`src/rtl/cpu_pkg.sv`:
```
// Shared definitions for the MIPS core pipeline: word width, bubble encoding,
// fetch FSM states and the pseudo-direct jump target helper.
package cpu_pkg;

  localparam int WORD_W = 32;
  localparam logic [WORD_W-1:0] NOP_INSTR = 32'h0000_0000;
  localparam logic [WORD_W-1:0] PC_STEP = 32'd4;

  typedef enum logic {
    FS_RUN,
    FS_HALT
  } fetch_state_t;

  // Upper nibble of the delay-slot PC concatenated with the word index.
  function automatic logic [WORD_W-1:0] jump_target(input logic [WORD_W-1:0] pc4,
                                                    input logic [25:0] index);
    return (pc4 & 32'hF000_0000) | {4'h0, index, 2'b00};
  endfunction

endpackage

```
`src/rtl/fetch_stage_pc_next_sel.sv`:
```
// Combinational next-PC selection (stall > jump > branch > sequential) and
// the alignment / range fault check on the selected PC.
module pc_next_sel
  import cpu_pkg::*;
#(
  parameter int SIZE_IM = 128
) (
  input  logic [WORD_W-1:0] pc,
  input  logic [WORD_W-1:0] pc4_id,
  input  logic              stall_if,
  input  logic              jump,
  input  logic [25:0]       jump_index,
  input  logic              branch_taken,
  input  logic [WORD_W-1:0] branch_target,
  output logic [WORD_W-1:0] next_pc,
  output logic              next_fault
);

  localparam logic [WORD_W-1:0] PC_LIMIT = WORD_W'(SIZE_IM * 4);

  always_comb begin
    next_pc = pc + PC_STEP;
    if (stall_if) begin
      next_pc = pc;
    end else if (jump) begin
      next_pc = jump_target(pc4_id, jump_index);
    end else if (branch_taken) begin
      next_pc = branch_target;
    end
  end

  // A held PC was already validated when it was loaded, so stalls never fault.
  assign next_fault = !stall_if && ((next_pc[1:0] != 2'b00) || (next_pc >= PC_LIMIT));

endmodule

```
`src/rtl/fetch_stage.sv`:
```
// Instruction-fetch stage: PC register, IF/ID pipeline register and RUN/HALT FSM.
// Optional performance counters are enabled with `define FETCH_PERF_CNT_EN.
module fetch_stage
  import cpu_pkg::*;
#(
  parameter logic [31:0] RESET_PC = 32'h0000_0000,
  parameter int          SIZE_IM  = 128,
  parameter int          PERF_W   = 32
) (
  input  logic              clk,
  input  logic              reset,
  input  logic              stall_if,
  input  logic              flush_if,
  input  logic              branch_taken,
  input  logic [WORD_W-1:0] branch_target,
  input  logic              jump,
  input  logic [25:0]       jump_index,
  output logic [WORD_W-1:0] imem_addr,
  input  logic [WORD_W-1:0] imem_instru,
  output logic [WORD_W-1:0] if_id_instru,
  output logic [WORD_W-1:0] if_id_pc4,
  output logic              if_id_valid,
`ifdef FETCH_PERF_CNT_EN
  output logic [PERF_W-1:0] perf_fetch_cnt,
  output logic [PERF_W-1:0] perf_stall_cnt,
`endif
  output logic              fault
);

  fetch_state_t      state, state_next;
  logic [WORD_W-1:0] pc_p0;
  logic [WORD_W-1:0] instru_p1, pc4_p1;
  logic              vld_p1;
  logic              fault_r;
  logic [WORD_W-1:0] next_pc;
  logic              next_fault;
  logic              run, take_fault, load_valid;

  pc_next_sel #(.SIZE_IM(SIZE_IM)) u_sel (
    .pc           (pc_p0),
    .pc4_id       (pc4_p1),
    .stall_if     (stall_if),
    .jump         (jump),
    .jump_index   (jump_index),
    .branch_taken (branch_taken),
    .branch_target(branch_target),
    .next_pc      (next_pc),
    .next_fault   (next_fault)
  );

  assign run        = (state == FS_RUN);
  assign take_fault = run && next_fault;
  assign load_valid = run && !next_fault && !flush_if && !stall_if;

  always_ff @(posedge clk) begin
    if (reset) state <= FS_RUN;
    else       state <= state_next;
  end

  always_comb begin
    state_next = state;
    if (take_fault) state_next = FS_HALT;
  end

  // IF stage: program counter
  always_ff @(posedge clk) begin
    if (reset) begin
      pc_p0   <= RESET_PC;
      fault_r <= 1'b0;
    end else if (take_fault) begin
      fault_r <= 1'b1;
    end else if (run) begin
      pc_p0 <= next_pc;
    end
  end

  // IF/ID boundary
  always_ff @(posedge clk) begin
    if (reset || take_fault || (run && flush_if)) begin
      instru_p1 <= NOP_INSTR;
      pc4_p1    <= '0;
      vld_p1    <= 1'b0;
    end else if (load_valid) begin
      instru_p1 <= imem_instru;
      pc4_p1    <= pc_p0 + PC_STEP;
      vld_p1    <= 1'b1;
    end
  end

`ifdef FETCH_PERF_CNT_EN
  always_ff @(posedge clk) begin
    if (reset) begin
      perf_fetch_cnt <= '0;
      perf_stall_cnt <= '0;
    end else begin
      if (load_valid)       perf_fetch_cnt <= perf_fetch_cnt + 1'b1;
      if (run && stall_if)  perf_stall_cnt <= perf_stall_cnt + 1'b1;
    end
  end
`endif

  assign imem_addr    = pc_p0;
  assign if_id_instru = instru_p1;
  assign if_id_pc4    = pc4_p1;
  assign if_id_valid  = vld_p1;
  assign fault        = fault_r;

endmodule

```
`config.mk`:
```
export PLATFORM = sky130hd
export DESIGN_NAME = fetch_stage
export DESIGN_NICKNAME = d
export VERILOG_FILES = /design/src/rtl/cpu_pkg.sv /design/src/rtl/fetch_stage_pc_next_sel.sv /design/src/rtl/fetch_stage.sv
export SDC_FILE = /design/constraint.sdc
export NUM_CORES = 1
export LEC_CHECK = 0
export BUFFER_PORTS_ARGS = -buffer_cell sky130_fd_sc_hd__buf_2
export CORE_MARGIN = 2
export CORE_UTILIZATION = 31
export CTS_CLUSTER_DIAMETER = 150
export DETAILED_ROUTE_END_ITERATION = 7
export GPL_TIMING_DRIVEN = 0
export PLACE_DENSITY_LB_ADDON = 0.3
export SLEW_MARGIN = 25
export SYNTH_ARGS = -nofsm -noshare
export SYNTH_HDL_FRONTEND = slang
export SYNTH_SLANG_ARGS = --single-unit
```
`constraint.sdc`:
```
create_clock -name clk -period 7.3 [get_ports clk]
set_input_delay 0.365 -clock clk [delete_from_list [all_inputs] [get_ports clk]]
set_output_delay 0.365 -clock clk [all_outputs]
set_load 0.01 [all_outputs]
```
==> results of run 1 <==
cells in the final DEF (no fill, tap or decap), types with 3 or more instances in the layout:
| cell | synthesis | layout |
|---|---|---|
| sky130_fd_sc_hd__and2_1 | 5 | 5 |
| sky130_fd_sc_hd__o21ai_0 | 16 | 16 |
| sky130_fd_sc_hd__o21a_1 | 3 | 3 |
| sky130_fd_sc_hd__nand4_2 | 3 | 3 |
| sky130_fd_sc_hd__xor2_1 | 8 | 8 |
| sky130_fd_sc_hd__nor4_1 | 16 | 16 |
| sky130_fd_sc_hd__nand3_1 | 8 | 8 |
| sky130_fd_sc_hd__nand2_1 | 42 | 42 |
| sky130_fd_sc_hd__buf_4 | 4 | 4 |
| sky130_fd_sc_hd__a2bb2oi_1 | 5 | 5 |
| sky130_fd_sc_hd__a211oi_2 | 29 | 29 |
| sky130_fd_sc_hd__nand2b_1 | 3 | 3 |
| sky130_fd_sc_hd__nand3b_1 | 6 | 6 |
| sky130_fd_sc_hd__o211ai_1 | 5 | 5 |
| sky130_fd_sc_hd__o221ai_1 | 5 | 5 |
| sky130_fd_sc_hd__a31oi_1 | 3 | 3 |
| sky130_fd_sc_hd__inv_1 | 8 | 8 |
| sky130_fd_sc_hd__a21oi_1 | 17 | 17 |
| sky130_fd_sc_hd__nand4_1 | 15 | 15 |
| sky130_fd_sc_hd__or2_2 | 4 | 4 |
| sky130_fd_sc_hd__nor2_1 | 120 | 120 |
| sky130_fd_sc_hd__a22oi_1 | 11 | 11 |
| sky130_fd_sc_hd__a221oi_1 | 3 | 3 |
| sky130_fd_sc_hd__clkbuf_16 | 0 | 9 |
| sky130_fd_sc_hd__xnor2_1 | 18 | 18 |
| sky130_fd_sc_hd__and4_1 | 3 | 3 |
| sky130_fd_sc_hd__buf_6 | 7 | 7 |
| sky130_fd_sc_hd__dfxtp_1 | 98 | 98 |
| sky130_fd_sc_hd__buf_1 | 7 | 7 |
| sky130_fd_sc_hd__nor3_1 | 13 | 13 |
| sky130_fd_sc_hd__a211oi_1 | 13 | 13 |
| sky130_fd_sc_hd__or3_1 | 7 | 7 |
| sky130_fd_sc_hd__mux2i_1 | 50 | 50 |
| sky130_fd_sc_hd__buf_2 | 9 | 199 |
| sky130_fd_sc_hd__o2bb2ai_1 | 5 | 5 |
| sky130_fd_sc_hd__clkbuf_1 | 31 | 32 |
| sky130_fd_sc_hd__nor2b_1 | 3 | 3 |
| sky130_fd_sc_hd__a311oi_1 | 3 | 3 |
metal layers:
metal | track usage [%] | routed length, um | part of all wire, % | vias to the layer above
met5 | 0 | 0 | 0 | -
met4 | 5.155 | 287 | 1.4 | 0
met3 | 5.335 | 1898 | 9.4 | 26
met2 | 34.41 | 9003 | 45 | 263
met1 | 29.07 | 8991 | 45 | 2572
li1 | - | - | - | 2752
state kept, by name, indices dropped and copies added (netlist names):
register,count
if_id_pc4,32
imem_addr,32
if_id_valid,1
if_id_instru,32
fault,1
report_power, final:
part           switching (W)  internal, W  total [W]
clock               0.000225     0.000302   0.000528
sequential        0.00000773     0.000542   0.000549
combinational       0.000105    0.0000638   0.000168
logic make-up after synthesis:
logic type	after synthesis
buffers and inverters	69
AO/OA/AOI/OAI	144
adder cells (fa/ha/maj)	1
AND/OR/NAND/NOR	259
flip-flops	98
XOR/XNOR	26
multiplexers	50
metrics by stage:
step                instance area [um2]  utilization, %  hold slack, ns  setup slack (ns)  std cells
floorplan                          5514               -          0.5049             4.137        647
global placement                   6746           38.87          0.4487             3.215       1062
detailed placement                 6746           38.87          0.4595             3.221       1062
CTS                                7066           40.71          0.2364             3.236       1078
global route                       7066           40.71          0.2403             2.999       1078
finish                             7066           40.71          0.2460             3.170       1078
critical path, delay by kind of cell, from the launching register on:
family / cells / cell delay [ns]
flops: 1 / 0.50
buf+inv: 2 / 0.62
mux: 1 / 0.17
simple gates: 5 / 1.90
compound gates: 2 / 0.78
worst paths after layout:
path | from | to | slack (ns)
max | imem_addr[2] | if_id_pc4[15] | 3.17
min | imem_instru[28] | if_id_instru[28] | 0.25
max reg2reg | imem_addr[2] | if_id_pc4[15] | 3.17
min reg2reg | if_id_valid | if_id_valid | 0.49
layout make-up:
type                            instances  area [um2]
Fill cell                            1779       10290
Multi-Input combinational cell        480        3212
Sequential cell                        98        1962
Timing Repair Buffer                  190       950.9
Buffer                                 60       306.5
Tap cell                              225       281.5
Clock buffer                           10       229.0
Clock inverter                          6       90.09
Inverter                                9       33.78
==> out/qor.csv, run 1 <==
stage,metric,value,unit
critical_path,nature of the critical path endpoint,register,
critical_path,worst path required time,7.51,ns
critical_path,biggest cell delay along the critical path,0.69,ns
drt,routed wire length,20180,um
hold_path,class of the worst hold path,primary input to register,
clocking,number of buffers added to fix hold violations after cts,0,
clocking,CTS-repair resized insts,0,
global_routing,GRT Total Usage,21.50,%
critical_path,list of cells traversed by the critical path,nand2_1 > nor3_2 > and4_1 > mux2i_1 > a2111oi_0 > nand4_2 > nor3_1 > buf_4 > buf_2 > a211oi_2,
floorplan,core region area,17360,um2
clocking,clock input transition at the sequential cells of the worst setup and hold paths,0.07,ns
critical_path,worst reg-to-reg path cell count,10,
global_routing,largest net degree at the start of global routing,17,
clocking,Worst-Skew Late Latency,0.35,ns
yosys,instance count of the mapped netlist,647,
global_routing,global-route wire length before repair,30690,um
layout,layout net count,945,
critical_path,crit path DAT,4.34,ns
sta,Achievable Freq,242.1,MHz
yosys,fraction of the mapped netlist area in adder cells,0.2269,%
yosys,dominant cell type by area after synthesis,sky130_fd_sc_hd__dfxtp_1,
job,max cap viols,0,
yosys,number of distinct library cell variants in the gate-level netlist after synthesis,71,
yosys,fraction of synthesized cell area in xor and xnor cells,4.130,%
critical_path,kind of critical path,register to register,
yosys,post-synth design cell area,5514,um2
critical_path,Setup crit start kind,register,
global_routing,via count of the first global-routing pass,5320,
yosys,main flop type after synthesis,sky130_fd_sc_hd__dfxtp_1,
drt,number of detailed-route iterations in the first pass,8,
placed_design,IO Port Bufs,190,
global_routing,number of antenna violations at the first check in global routing,1,
layout,diode count,0,
power,cell leakage power,2.696,nW
drt,vias per inst,5.207,
floorplan,x dimension of the die,137.4,um
placed_design,final weighted congestion of routability-driven global placement,0.9557,
yosys,net count after synthesis,744,
floorplan,Die ar.,18870,um2
power,Worst IR Drop VDD,0.1100,mV
placed_design,dpl hpwl,15520,um
yosys,async set or reset register ratio after synthesis,0,%
drt,total number of vias,5613,
floorplan,Die H,137.4,um
critical_path,cell with the largest stage delay on the worst path,sky130_fd_sc_hd__nor3_2,
sta,RSZ-0062 raised after global routing,no,
yosys,area share of the leading cell type in the synthesized netlist,35.58,%
floorplan,number of ports placed on the die boundary,194,
layout,layout cell share with drive strength beyond 1,31.65,%
clocking,number of CTS-inserted buffers,9,
yosys,"Avg Cell Area, Syn",8.522,um2
drt,remaining number of nets flagged by the antenna check after routing,0,
yosys,"Seq/Total Area, Yosys",35.58,%
sta,clock period minus worst slack,4.130,ns
drt,routed length per instance,18.72,um
global_routing,overflow left after global routing,0,
yosys,number of synthesis warnings,0,
layout,Layout Area Growth over Synthesis,28.14,%
clocking,library cell used as clock root buffer,sky130_fd_sc_hd__clkbuf_16,
sta,number of hold-slack violations in the final timing report,0,
yosys,number of enable flip-flop cells after synthesis,0,
drt,Post-route DRC,0,
yosys,biggest area contributors in the synthesized netlist,"sky130_fd_sc_hd__dfxtp_1 36%, sky130_fd_sc_hd__mux2i_1 9.1%, sky130_fd_sc_hd__nor2_1 8.2%, sky130_fd_sc_hd__a211oi_2 6.6%, sky130_fd_sc_hd__nand2_1 2.9%",
status,run status,completed,
yosys,top-count cell post-synth,sky130_fd_sc_hd__nor2_1,
power,Power per Cell Area,176.3,nW/um2
sta,final count of pins violating max slew,0,
clocking,number of sinks on the clock net,98,
yosys,"area fraction in and, or, nand and nor cells after synthesis",22.96,%
clocking,maximum count of clock buffers along a single path,2,
sta,worst slew pin tran,1.027,ns
drt,First DRT Iteration DRCs,399,
sta,worst clock skew,0.01062,ns
sta,Total Neg Setup Slack,0,ns
sta,final setup fails,0,
clocking,number of H-tree branching levels,3,
sta,Tcrit/Tclk final,56.57,%
clocking,count of buffers added by post-CTS timing repair for setup,0,
yosys,top post-synthesis cells by count,"120 x sky130_fd_sc_hd__nor2_1, 98 x sky130_fd_sc_hd__dfxtp_1, 50 x sky130_fd_sc_hd__mux2i_1",
hold_path,hold path depth,3,
yosys,main combinational cell family by area after synthesis,simple AND/OR/NAND/NOR gates,
yosys,number of synthesized register bits,98,
yosys,mux share of post-synthesis cell area,9.076,%
sta,relative max-transition margin,30.89,%
floorplan,starting utilization of the core area,31.77,%
power,Final Total Pwr,0.001245,W
critical_path,top fanout value on the critical path,10,
clocking,clock tree from TritonCTS,yes,
yosys,compound-gate portion of the synthesized area,21.85,%
floorplan,# rows,48,
Note: power is estimated with default switching activity, not from simulation.
==> run 2: changes to the inputs <==
==> constraint.sdc (replaced) <==
create_clock -name clk -period 3.4 [get_ports clk]
set_input_delay 0.17 -clock clk [delete_from_list [all_inputs] [get_ports clk]]
set_output_delay 0.17 -clock clk [all_outputs]
set_load 0.01 [all_outputs]
==> run 2 against run 1 <==
Sequential share of layout area decreased by 2.1 points; setup slack got worse by 3.1 ns; first-iteration DRC count up 16%; hold slack got worse by 0.20 ns; sequential power up 120%; largest cell class unchanged.
==> out/qor.csv, run 2 (synthesis gave the netlist of run 1 again) <==
stage,metric,value,unit,change
drt,total number of vias,5833,,+3.9%
clocking,number of CTS-inserted buffers,9,,unchanged
critical_path,"delay-heaviest family, CP",simple AND/OR/NAND/NOR gates,,
drt,remaining number of nets flagged by the antenna check after routing,0,,unchanged
job,max cap viols,0,,unchanged
critical_path,nature of the critical path endpoint,register,,
placed_design,final weighted congestion of routability-driven global placement,0.9557,,unchanged
global_routing,GRT Total Usage,21.73,%,+0.23 points
sta,worst clock skew,0.01298,ns,+0.002362 ns
critical_path,r2r endpoint,if_id_instru[2],,
critical_path,worst path required time,3.64,ns,-3.87 ns
critical_path,biggest cell delay along the critical path,0.37,ns,-0.32 ns
global_routing,overflow left after global routing,0,,unchanged
sta,Tcrit/Tclk final,97.62,%,+41 points
sta,number of hold-slack violations in the final timing report,0,,unchanged
critical_path,kind of critical path,register to register,,
sta,Achievable Freq,301.3,MHz,+24%
floorplan,core region area,17360,um2,unchanged
global_routing,largest net degree at the start of global routing,17,,unchanged
clocking,number of buffers added to fix hold violations after cts,0,,unchanged
sta,relative max-transition margin,43.09,%,+12 points
global_routing,GRT Max-Usage Layer,met2,,
layout,layout net count,966,,+2.2%
clocking,number of sinks on the clock net,98,,unchanged
sta,final setup fails,0,,unchanged
clocking,number of H-tree branching levels,3,,unchanged
global_routing,met1 track demand over resource in global routing,29.25,%,+0.19 points
clocking,library cell used as clock root buffer,sky130_fd_sc_hd__clkbuf_16,,
clocking,Worst-Skew Late Latency,0.35,ns,about the same
critical_path,list of cells traversed by the critical path,buf_6 > nand4_4 > or3_4 > buf_6 > or3_4 > a211o_1 > a211oi_4 > nand4_4 > nor3_4 > buf_6 > clkbuf_16 > clkbuf_16 > mux2i_1 > nor2_1,,
global_routing,met2 demand-to-capacity share in global routing,35.38,%,+0.97 points
drt,Post-route DRC,0,,unchanged
hold_path,hold path depth,3,,unchanged
drt,routed wire length,21180,um,+5.0%
power,Power per Cell Area,350.3,nW/um2,+99%
clocking,clock input transition at the sequential cells of the worst setup and hold paths,0.07,ns,about the same
floorplan,starting utilization of the core area,31.77,%,unchanged
floorplan,# rows,48,,unchanged
hold_path,"Endpoint, Worst Hold",if_id_instru[28],,
sta,final count of pins violating max slew,0,,unchanged
drt,vias per inst,5.308,,+1.9%
hold_path,class of the worst hold path,primary input to register,,
critical_path,top fanout value on the critical path,8,,-2
critical_path,Setup crit start kind,register,,
floorplan,x dimension of the die,137.4,um,unchanged
placed_design,IO Port Bufs,190,,unchanged
drt,number of detailed-route iterations in the first pass,5,,-3
sta,worst slew pin tran,0.8471,ns,-0.1802 ns
layout,Layout Area Growth over Synthesis,40.69,%,
placed_design,placed standard-cell area,6746,um2,unchanged
layout,"commonest cells after routing, fill and taps aside","195 x sky130_fd_sc_hd__buf_2, 119 x sky130_fd_sc_hd__nor2_1, 83 x sky130_fd_sc_hd__dfxtp_1, 45 x sky130_fd_sc_hd__mux2i_1, 40 x sky130_fd_sc_hd__nand2_1",,
global_routing,number of antenna violations at the first check in global routing,1,,unchanged
floorplan,number of ports placed on the die boundary,194,,unchanged
layout,"most common cell after layout, fill and taps aside",sky130_fd_sc_hd__buf_2,,
layout,diode count,0,,unchanged
critical_path,Critical Path Most Common Cell,sky130_fd_sc_hd__buf_6,,
critical_path,crit path DAT,3.55,ns,-0.79 ns
placed_design,placement-stage worst setup slack,-0.6157,ns,-3.837 ns
global_routing,via count of the first global-routing pass,5369,,+0.92%
global_routing,met3 usage,5.040,%,-0.29 points
critical_path,worst reg-to-reg path cell count,14,,+4
critical_path,reg2reg start,imem_addr[10],,
global_routing,global-route wire length before repair,31010,um,+1.0%
floorplan,Die ar.,18870,um2,unchanged
clocking,clock tree from TritonCTS,yes,,
clocking,maximum count of clock buffers along a single path,2,,unchanged
floorplan,Die H,137.4,um,unchanged
drt,First DRT Iteration DRCs,463,,+16%
critical_path,cell with the largest stage delay on the worst path,sky130_fd_sc_hd__or3_4,,
layout,layout cell share with drive strength beyond 1,39.70,%,+8.0 points
critical_path,Worst R2R Setup Slack,0.08,ns,-3.09 ns
critical_path,Buffers & Inverters on Critical Path,5,,+3
hold_path,start point of the worst min-delay path,imem_instru[28],,
placed_design,dpl hpwl,15520,um,unchanged
drt,routed length per instance,19.27,um,+2.9%
sta,clock period minus worst slack,3.319,ns,-0.8108 ns
layout,post-route standard cell area excluding fillers,7757,um2,+9.8%
status,run status,completed,,
power,Worst IR Drop VDD,0.2300,mV,+110%
power,cell leakage power,3.036,nW,+13%
sta,setup ws final,0.08087,ns,-3.089 ns
## run 2: changes by cell type in the layout (fill, tap and decap cells not counted), moves of 4 or more
cell                        change
sky130_fd_sc_hd__mux2i_1        -5
sky130_fd_sc_hd__buf_12         +6
sky130_fd_sc_hd__nor4_1         -7
sky130_fd_sc_hd__nor4_2         +5
sky130_fd_sc_hd__buf_4         +19
sky130_fd_sc_hd__dfxtp_1       -15
sky130_fd_sc_hd__clkbuf_16      +6
sky130_fd_sc_hd__buf_2          -4
sky130_fd_sc_hd__clkbuf_1      -10
sky130_fd_sc_hd__mux2i_2        +5
sky130_fd_sc_hd__dfxtp_2       +11
sky130_fd_sc_hd__dfxtp_4        +4
sky130_fd_sc_hd__nor3_4         +4
## run 2: metrics by stage
step | utilization (%) | cells | hold WS, ns | total power (W) | setup TNS [ns]
2_1_floorplan | - | 647 | 0.3172 | 0.001410 | 0
3_3_place_gp | 38.87 | 1062 | 0.4011 | 0.001563 | -56.41
3_5_place_dp | 38.87 | 1062 | 0.4140 | 0.001563 | -48.37
4_1_cts | 41.78 | 1082 | 0.04136 | 0.002708 | -0.06803
5_1_grt | 44.69 | 1099 | 0.04528 | 0.002812 | -1.162
6_report | 44.69 | 1099 | 0.04948 | 0.002717 | 0
## run 2: cell type report
type                       count  area (um2)
multi-input combinational    480        3455
clock inverter                 6       90.09
clock buffer                  10       229.0
timing repair buffer         217        1277
buffer                        54       400.4
inverter                       9       33.78
sequential                    98        1991
fill                        1703        9599
tap                          225       281.5
## run 2: worst reg2reg max path: stages, from the launching register on
cell and delay [ns]:
sky130_fd_sc_hd__dfxtp_2 0.34, sky130_fd_sc_hd__buf_6 0.12, sky130_fd_sc_hd__nand4_4 0.13, sky130_fd_sc_hd__or3_4 0.35
sky130_fd_sc_hd__buf_6 0.14, sky130_fd_sc_hd__or3_4 0.38, sky130_fd_sc_hd__a211o_1 0.30, sky130_fd_sc_hd__a211oi_4 0.37
sky130_fd_sc_hd__nand4_4 0.16, sky130_fd_sc_hd__nor3_4 0.25, sky130_fd_sc_hd__buf_6 0.14, sky130_fd_sc_hd__clkbuf_16 0.14
sky130_fd_sc_hd__clkbuf_16 0.15, sky130_fd_sc_hd__mux2i_1 0.18, sky130_fd_sc_hd__nor2_1 0.05
## run 2: worst max-delay path by stage
stage	to	slack, ns	startpoint	depth (start not counted)
3_3_place_gp	if_id_pc4[15]	-0.68	imem_addr[2]	10
3_5_place_dp	if_id_pc4[15]	-0.62	imem_addr[2]	10
5_1_grt	if_id_pc4[19]	-0.05	imem_addr[10]	14
6_report	if_id_instru[2]	0.08	imem_addr[10]	14
4_1_cts	if_id_instru[20]	-0.01	imem_addr[10]	13
2_1_floorplan	if_id_instru[0]	0.24	imem_addr[2]	12
## run 2: what timing repair did
action / 4_1_cts / 5_1_grt
pin swaps: 5 / 9
setup endpoints to repair: 98 / 94
cloned: 1 / 6
gates resized for setup: 40 / 76
setup buffers: 6 / 14
## run 2: per-layer routing
metal | vias to the layer above | wire [um]
li1 | 2799 | -
met1 | 2712 | 9232
met2 | 298 | 9813
met3 | 24 | 1836
met4 | 0 | 298
met5 | - | 0
## run 2: report_power, final
part / switching [W] / total, W / internal, W
clock: 0.000488 / 0.00114 / 0.000649
sequential: 0.0000290 / 0.00119 / 0.00116
combinational: 0.000231 / 0.000389 / 0.000159
total: 0.000748 / 0.00272 / 0.00197
